<file path="src/rtl/interrupt_vector_ctrl_if.sv">
// Core-side bundle of the interrupt vector controller: raw requests, masks, PC hand-off and status.
// slave = controller view, master = core/board view.
interface interrupt_vector_ctrl_if #(
  parameter int NUM_IRQ = 4,
  parameter int PC_W    = 32
);
  logic [NUM_IRQ-1:0] irqIn;
  logic [NUM_IRQ-1:0] irqMask;
  logic [PC_W-1:0]    pcCurrent;
  logic               pipeDrained;
  logic               retInt;
  logic               intStall;
  logic               pcLoad;
  logic [PC_W-1:0]    pcNext;
  logic [1:0]         onInterrupt;
  logic [3:0]         activeId;

  modport slave (
    input  irqIn, irqMask, pcCurrent, pipeDrained, retInt,
    output intStall, pcLoad, pcNext, onInterrupt, activeId
  );

  modport master (
    output irqIn, irqMask, pcCurrent, pipeDrained, retInt,
    input  intStall, pcLoad, pcNext, onInterrupt, activeId
  );
endinterface

</file>
<file path="src/rtl/interrupt_vector_ctrl.sv">
// Interrupt controller: synchronises and latches request edges, drains the core, vectors and returns.
// Optional nested preemption with a saved-PC stack is built when IRQ_NEST_EN is defined.
module interrupt_vector_ctrl #(
  parameter int NUM_IRQ    = 4,
  parameter int PC_W       = 32,
  parameter int VEC_BASE   = 32,
  parameter int VEC_STRIDE = 64,
  parameter int NEST_DEPTH = 2
) (
  input logic                   clock,
  input logic                   reset_n,
  interrupt_vector_ctrl_if.slave irq_bus
);

  typedef enum logic [2:0] {
    S_IDLE    = 3'd0,
    S_DRAIN   = 3'd1,
    S_VECTOR  = 3'd2,
    S_SERVICE = 3'd3,
    S_RETURN  = 3'd4
  } state_e;

  state_e             state_q, state_d;
  logic [NUM_IRQ-1:0] sync1_q, sync2_q, prev_q;
  logic [NUM_IRQ-1:0] pending_q, pending_d;
  logic [NUM_IRQ-1:0] edge_s, eligible_s, clr_s;
  logic [1:0]         arm_q;
  logic [3:0]         active_q, active_d, winner_s;
  logic               any_s;
  logic [PC_W-1:0]    saved_q, saved_d, vec_s;
  logic               stall_s, load_s;
  logic [PC_W-1:0]    next_s;
  logic [1:0]         on_s;
  logic [3:0]         id_s;

  function automatic logic [3:0] lowest_idx(input logic [NUM_IRQ-1:0] v);
    logic [3:0] idx;
    idx = 4'd0;
    for (int i = NUM_IRQ - 1; i >= 0; i--) begin
      idx = v[i] ? 4'(i) : idx;
    end
    return idx;
  endfunction

  // Two-stage synchroniser, edge history and post-reset arming of the edge detector
  always_ff @(posedge clock or negedge reset_n) begin
    if (!reset_n) begin
      sync1_q <= '0;
      sync2_q <= '0;
      prev_q  <= '0;
      arm_q   <= 2'd0;
    end else begin
      sync1_q <= irq_bus.irqIn;
      sync2_q <= sync1_q;
      prev_q  <= sync2_q;
      arm_q   <= (arm_q == 2'd3) ? arm_q : arm_q + 2'd1;
    end
  end

  // Lines already high when reset releases are levels, not new edges
  assign edge_s     = (arm_q == 2'd3) ? (sync2_q & ~prev_q) : '0;
  assign eligible_s = pending_q & irq_bus.irqMask;
  assign any_s      = |eligible_s;
  assign winner_s   = lowest_idx(eligible_s);
  assign vec_s      = PC_W'(VEC_BASE) + PC_W'(active_q) * PC_W'(VEC_STRIDE);
  assign pending_d  = (pending_q & ~clr_s) | edge_s;

`ifdef IRQ_NEST_EN
  localparam int SP_W = $clog2(NEST_DEPTH + 1);

  logic [PC_W-1:0] stk_pc_q [NEST_DEPTH];
  logic [3:0]      stk_id_q [NEST_DEPTH];
  logic [SP_W-1:0] sp_q;
  logic            push_s, pop_s, preempt_s;

  assign preempt_s = any_s && (winner_s < active_q) && (sp_q != SP_W'(NEST_DEPTH));

  // Saved-context stack for preempted services
  always_ff @(posedge clock or negedge reset_n) begin
    if (!reset_n) begin
      sp_q <= '0;
      for (int i = 0; i < NEST_DEPTH; i++) begin
        stk_pc_q[i] <= '0;
        stk_id_q[i] <= 4'd0;
      end
    end else if (push_s) begin
      stk_pc_q[sp_q] <= saved_q;
      stk_id_q[sp_q] <= active_q;
      sp_q           <= sp_q + SP_W'(1);
    end else if (pop_s) begin
      sp_q <= sp_q - SP_W'(1);
    end else begin
      sp_q <= sp_q;
    end
  end
`endif

  // State, captured line, saved PC and pending latches
  always_ff @(posedge clock or negedge reset_n) begin
    if (!reset_n) begin
      state_q   <= S_IDLE;
      active_q  <= 4'd0;
      saved_q   <= '0;
      pending_q <= '0;
    end else begin
      state_q   <= state_d;
      active_q  <= active_d;
      saved_q   <= saved_d;
      pending_q <= pending_d;
    end
  end

  // Next-state logic; a new edge on the line being cleared survives as a fresh request
  always_comb begin
    state_d  = state_q;
    active_d = active_q;
    saved_d  = saved_q;
    clr_s    = '0;
`ifdef IRQ_NEST_EN
    push_s   = 1'b0;
    pop_s    = 1'b0;
`endif
    case (state_q)
      S_IDLE: begin
        if (any_s) begin
          state_d  = S_DRAIN;
          active_d = winner_s;
        end else begin
          state_d = S_IDLE;
        end
      end
      S_DRAIN: begin
        if (irq_bus.pipeDrained) begin
          saved_d = irq_bus.pcCurrent;
          clr_s   = NUM_IRQ'(1'b1) << active_q;
          state_d = S_VECTOR;
        end else begin
          state_d = S_DRAIN;
        end
      end
      S_VECTOR: state_d = S_SERVICE;
      S_SERVICE: begin
        if (irq_bus.retInt) begin
          state_d = S_RETURN;
`ifdef IRQ_NEST_EN
        end else if (preempt_s) begin
          push_s   = 1'b1;
          active_d = winner_s;
          state_d  = S_DRAIN;
`endif
        end else begin
          state_d = S_SERVICE;
        end
      end
      S_RETURN: begin
`ifdef IRQ_NEST_EN
        if (sp_q != '0) begin
          pop_s    = 1'b1;
          saved_d  = stk_pc_q[sp_q - SP_W'(1)];
          active_d = stk_id_q[sp_q - SP_W'(1)];
          state_d  = S_SERVICE;
        end else begin
          state_d = S_IDLE;
        end
`else
        state_d = S_IDLE;
`endif
      end
      default: state_d = S_IDLE;
    endcase
  end

  // Output decode from the registered state only
  always_comb begin
    stall_s = 1'b0;
    load_s  = 1'b0;
    next_s  = '0;
    on_s    = 2'b00;
    id_s    = 4'd0;
    case (state_q)
      S_IDLE: begin
        on_s = 2'b00;
      end
      S_DRAIN: begin
        stall_s = 1'b1;
        on_s    = 2'b01;
        id_s    = active_q;
      end
      S_VECTOR: begin
        load_s = 1'b1;
        next_s = vec_s;
        on_s   = 2'b11;
        id_s   = active_q;
      end
      S_SERVICE: begin
        on_s = 2'b11;
        id_s = active_q;
      end
      S_RETURN: begin
        load_s = 1'b1;
        next_s = saved_q;
        on_s   = 2'b10;
        id_s   = active_q;
      end
      default: on_s = 2'b00;
    endcase
  end

  assign irq_bus.intStall    = stall_s;
  assign irq_bus.pcLoad      = load_s;
  assign irq_bus.pcNext      = next_s;
  assign irq_bus.onInterrupt = on_s;
  assign irq_bus.activeId    = id_s;

endmodule

</file>
<file path="src/flat_wrapper.sv">
// flat-port wrapper written by rule: the top's interface ports become plain ports
module interrupt_vector_ctrl_flat 
#(
  parameter int NUM_IRQ    = 4,
  parameter int PC_W       = 32,
  parameter int VEC_BASE   = 32,
  parameter int VEC_STRIDE = 64,
  parameter int NEST_DEPTH = 2
)
  (clock, reset_n, irq_bus_irqIn, irq_bus_irqMask, irq_bus_pcCurrent, irq_bus_pipeDrained, irq_bus_retInt, irq_bus_intStall, irq_bus_pcLoad, irq_bus_pcNext, irq_bus_onInterrupt, irq_bus_activeId);
  interrupt_vector_ctrl_if #(.NUM_IRQ(NUM_IRQ), .PC_W(PC_W)) irq_bus_i ();
  input logic clock;
  input logic reset_n;
  input wire logic [$bits(irq_bus_i.irqIn)-1:0] irq_bus_irqIn;
  input wire logic [$bits(irq_bus_i.irqMask)-1:0] irq_bus_irqMask;
  input wire logic [$bits(irq_bus_i.pcCurrent)-1:0] irq_bus_pcCurrent;
  input wire logic [$bits(irq_bus_i.pipeDrained)-1:0] irq_bus_pipeDrained;
  input wire logic [$bits(irq_bus_i.retInt)-1:0] irq_bus_retInt;
  output wire logic [$bits(irq_bus_i.intStall)-1:0] irq_bus_intStall;
  output wire logic [$bits(irq_bus_i.pcLoad)-1:0] irq_bus_pcLoad;
  output wire logic [$bits(irq_bus_i.pcNext)-1:0] irq_bus_pcNext;
  output wire logic [$bits(irq_bus_i.onInterrupt)-1:0] irq_bus_onInterrupt;
  output wire logic [$bits(irq_bus_i.activeId)-1:0] irq_bus_activeId;
  assign irq_bus_i.irqIn = irq_bus_irqIn;
  assign irq_bus_i.irqMask = irq_bus_irqMask;
  assign irq_bus_i.pcCurrent = irq_bus_pcCurrent;
  assign irq_bus_i.pipeDrained = irq_bus_pipeDrained;
  assign irq_bus_i.retInt = irq_bus_retInt;
  assign irq_bus_intStall = irq_bus_i.intStall;
  assign irq_bus_pcLoad = irq_bus_i.pcLoad;
  assign irq_bus_pcNext = irq_bus_i.pcNext;
  assign irq_bus_onInterrupt = irq_bus_i.onInterrupt;
  assign irq_bus_activeId = irq_bus_i.activeId;
  interrupt_vector_ctrl #(.NUM_IRQ(NUM_IRQ), .PC_W(PC_W), .VEC_BASE(VEC_BASE), .VEC_STRIDE(VEC_STRIDE), .NEST_DEPTH(NEST_DEPTH)) u_core (.clock(clock), .reset_n(reset_n), .irq_bus(irq_bus_i));
endmodule
</file>
<file path="config.mk">
export PLATFORM = sky130hd
export DESIGN_NAME = interrupt_vector_ctrl_flat
export DESIGN_NICKNAME = d
export VERILOG_FILES = /design/src/rtl/interrupt_vector_ctrl_if.sv /design/src/rtl/interrupt_vector_ctrl.sv /design/src/flat_wrapper.sv
export SDC_FILE = /design/constraint.sdc
export NUM_CORES = 1
export LEC_CHECK = 0
export ABC_AREA = 1
export CORE_UTILIZATION = 35
export DETAILED_ROUTE_END_ITERATION = 6
export PLACE_DENSITY = 0.66
export SYNTH_ARGS = -nofsm -noshare
export SYNTH_HDL_FRONTEND = slang
export SYNTH_SLANG_ARGS = --single-unit
</file>
<file path="constraint.sdc">
create_clock -name clock -period 1.54 [get_ports clock]
set_clock_uncertainty 0.05 [all_clocks]
set_input_delay 0.231 -clock clock [delete_from_list [all_inputs] [get_ports clock]]
set_output_delay 0.231 -clock clock [all_outputs]
set_load 0.005 [all_outputs]
</file>
==> impl_metrics.py <==
metrics = {
    "global_routing": {
        "grt_pass1_vias": 2233,
        "grt_pass1_wl_um": 10400,
        "use_met2": 0.317,
        "antenna_found_initial": 0,
        "grt_busiest_layer": "met2",
        "use_met3": 0.0385,
        "use_met1": 0.228,
        "track_usage": 0.182,
        "overflow": 0,
        "grt_max_degree": 35,
    },
    "synthesis": {
        "synth-main-ff-cell": "dfrtp_1",
        "ys_async_sr_fraction": 1.00,
        "netlist_top_cells_area": "dfrtp_1 (56%), nand2_1 (14%), nand3_1 (8.3%)",
        "syn-instance-count": 299,
        "synth_top_area_frac": 0.558,
        "synth_seq_cells": 55,
        "ys_types": 20,
        "synth_common_cells": "nand2_1 (91), dfrtp_1 (55), inv_1 (41), nand3_1 (41), nor2_1 (33)",
        "syn_avg_cell_area_um2": 8.25,
        "synth-edff-count": 0,
        "yosys.area.top_type": "dfrtp_1",
        "synth_warnings": 0,
        "ys_seq_area_frac": 0.558,
        "yosysMostFrequentCell": "nand2_1",
        "netlist_area_um2": 2470,
    },
    "power_and_ir_drop": {
        "p_int_mw": 3.50,
        "powerDensity_nw_per_um2": 1510,
        "power.leakage_nw": 1.95,
        "clock_power_share": 0.132,
        "p_switching_mw": 2.22,
        "ir_worst_vdd_mv": 0.680,
        "p_sw_frac": 0.388,
        "seqPwrFrac": 0.386,
        "comb_power_share": 0.482,
    },
    "clocking": {
        "htreeDepth": 2,
        "clk_path_buf_depth": 2,
        "clk_latency_ps": 300,
        "clk_transition_reported_paths_ps": 90,
        "cts_sinks": 55,
        "cts_tree": "yes",
        "cts-root-buf": "clkbuf_8",
        "numCtsBuffers": 5,
    },
    "setup_path": {
        "crit_path_end_kind": "output pin",
        "cp.required_ps": 1260,
        "reg2regPathDepth": 8,
        "worstSetupStartpointType": "flop",
        "worstSetupPathType": "reg2out",
        "r2r-end": "u_core.saved_q[25]",
        "worst_r2r_startpoint": "u_core.state_q[1]",
        "worstPathArrival_ps": 1450,
        "reg2reg_slack_ps": 90,
        "worstPathMaxFanout": 6,
    },
    "sta": {
        "rsz0062_at_grt": "yes",
        "hold_viol": 0,
        "setup_ws_ps": -188,
        "clock.fmax_mhz": 579,
        "post-route-min-period_ps": 1730,
        "timing.final.crit_share": 1.12,
        "slew_violations": 0,
        "setup_viol": 38,
        "fin_setup_tns_ps": -4510,
    },
    "placement": {
        "io_buffers": 81,
        "dp_slack_ps": -177,
        "place_congestion": 0.762,
        "place_hpwl_um": 4100,
    },
    "layout": {
        "insertedDiodeCount": 0,
        "area_delta_synth_final_pct": 53.4,
        "fin_util": 0.557,
        "fin_nets": 453,
        "layout-drive-gt1-share": 0.284,
    },
    "run_status": {
        "status": "finished, violations left",
        "violations": "setup timing",
    },
    "detailed_routing": {
        "wirelength_um": 6570,
        "num_vias": 2268,
        "avgRoutedWirePerCell_um": 13.0,
        "drc_errors": 0,
        "drt_pre_antenna_iters": 4,
        "via_per_inst": 4.49,
        "first_iter_violations": 154,
        "ant_nets": 0,
    },
    "hold_path": {
        "hold_end": "u_core.sync2_q[1]",
        "hp-start": "u_core.sync1_q[1]",
        "min_path_cells": 0,
        "hp-class": "reg2reg",
    },
    "die": {
        "die_x_um": 85.9,
        "initial_core_util": 0.363,
        "dieArea_um2": 7390,
        "io_pins": 84,
        "fp-row-count": 30,
        "chipHeight_um": 85.9,
        "core_area_um2": 6790,
    },
    "job": {
        "cap_violations": 0,
    },
}
-- registers in the layout, summed over array words and instances (netlist names) --
register,count
u_core.saved_q,32
u_core.pending_q,4
u_core.prev_q,4
u_core.sync1_q,4
u_core.sync2_q,4
u_core.state_q,3
u_core.active_q,2
u_core.arm_q,2
-- how the worst max path moves through the flow --
stage                          to  cells past startpoint  slack [ps]              start
2_1_floorplan  irq_bus_pcNext[13]                      4         230  u_core.state_q[0]
3_3_place_gp   irq_bus_pcNext[10]                      5        -170  u_core.state_q[1]
3_5_place_dp    irq_bus_pcNext[3]                      5        -180  u_core.state_q[1]
4_1_cts        irq_bus_pcNext[18]                      7        -260  u_core.state_q[0]
5_1_grt        irq_bus_pcNext[27]                      6        -250  u_core.state_q[1]
6_report       irq_bus_pcNext[19]                      6        -190  u_core.state_q[1]
-- layout make-up --
| class | instances | area [um2] |
|---|---|---|
| clock buffer | 7 | 76.3 |
| clock inverter | 1 | 5.00 |
| timing repair buffer | 115 | 1000 |
| fill | 650 | 3010 |
| tap | 96 | 120 |
| multi-input combinational | 188 | 1030 |
| inverter | 43 | 169 |
| sequential | 55 | 1380 |
-- kinds of logic after synthesis --
| group | Yosys count | share of synthesized area |
|---|---|---|
| flip-flops | 55 | 0.558 |
| XOR/XNOR | 1 | 0.00355 |
| AND/OR/NAND/NOR | 173 | 0.300 |
| multiplexers | 1 | 0.00457 |
| other | 1 | 0.00152 |
| AO/OA/AOI/OAI | 9 | 0.0183 |
| adder cells (fa/ha/maj) | 1 | 0.00507 |
| buffers and inverters | 58 | 0.109 |
-- routing by layer --
layer / vias up / wire [um]
met1: 1071 / 2890
met3: 8 / 276
met4: 0 / 78
met2: 62 / 3330
li1: 1127 / -
met5: - / 0
-- repair_timing --
item / CTS / global route
pin swaps: 10 / 9
endpoints found under the hold margin: 55 / 0
resized for setup: 210 / 25
setup endpoints to repair: 70 / 70
hold buffers: 1 / 0
cloned: 2 / 2
setup buffers: 11 / 5
-- metrics by stage --
step	cells	hold WS, ps	area [um2]	total power [mW]
after floorplan	300	-115	2470	3.39
after global placement	479	187	3420	4.17
after detailed placement	479	181	3420	4.25
after CTS	501	306	3670	5.36
after global routing	505	309	3780	6.16
final	505	304	3780	5.72
-- critical path, stage by stage (launching register included) --
cell and delay (ps):
dfrtp_1 430, nor2_4 150, nand2_4 80, buf_6 140
buf_16 140, nor2_4 80, buf_2 120
-- power groups by stage --
| stage | clock network, mW | logic, mW | registers, mW |
|---|---|---|---|
| 2_1_floorplan | 0 | 1.22 | 2.17 |
| 4_1_cts | 0.782 | 2.37 | 2.21 |
| 5_1_grt | 0.837 | 3.06 | 2.26 |
| 3_5_place_dp | 0 | 2.03 | 2.22 |
| 6_report | 0.756 | 2.76 | 2.21 |
| 3_3_place_gp | 0 | 1.98 | 2.19 |
-- cell usage in the layout, fill, tap and decap left out, types with 5 or more instances in the layout --
cell type        netlist  final
buf_2                  7     36
buf_4                  5     20
buf_6                  3      9
clkbuf_8               0      5
clkdlybuf4s50_1        0     42
dfrtp_1               55     54
inv_1                 41     38
nand2_1               91     87
nand3_1               41     40
nor2_1                33     11
nor2_4                 0     18
o21ai_0                8      6
Power figures use the tool's default switching activity.
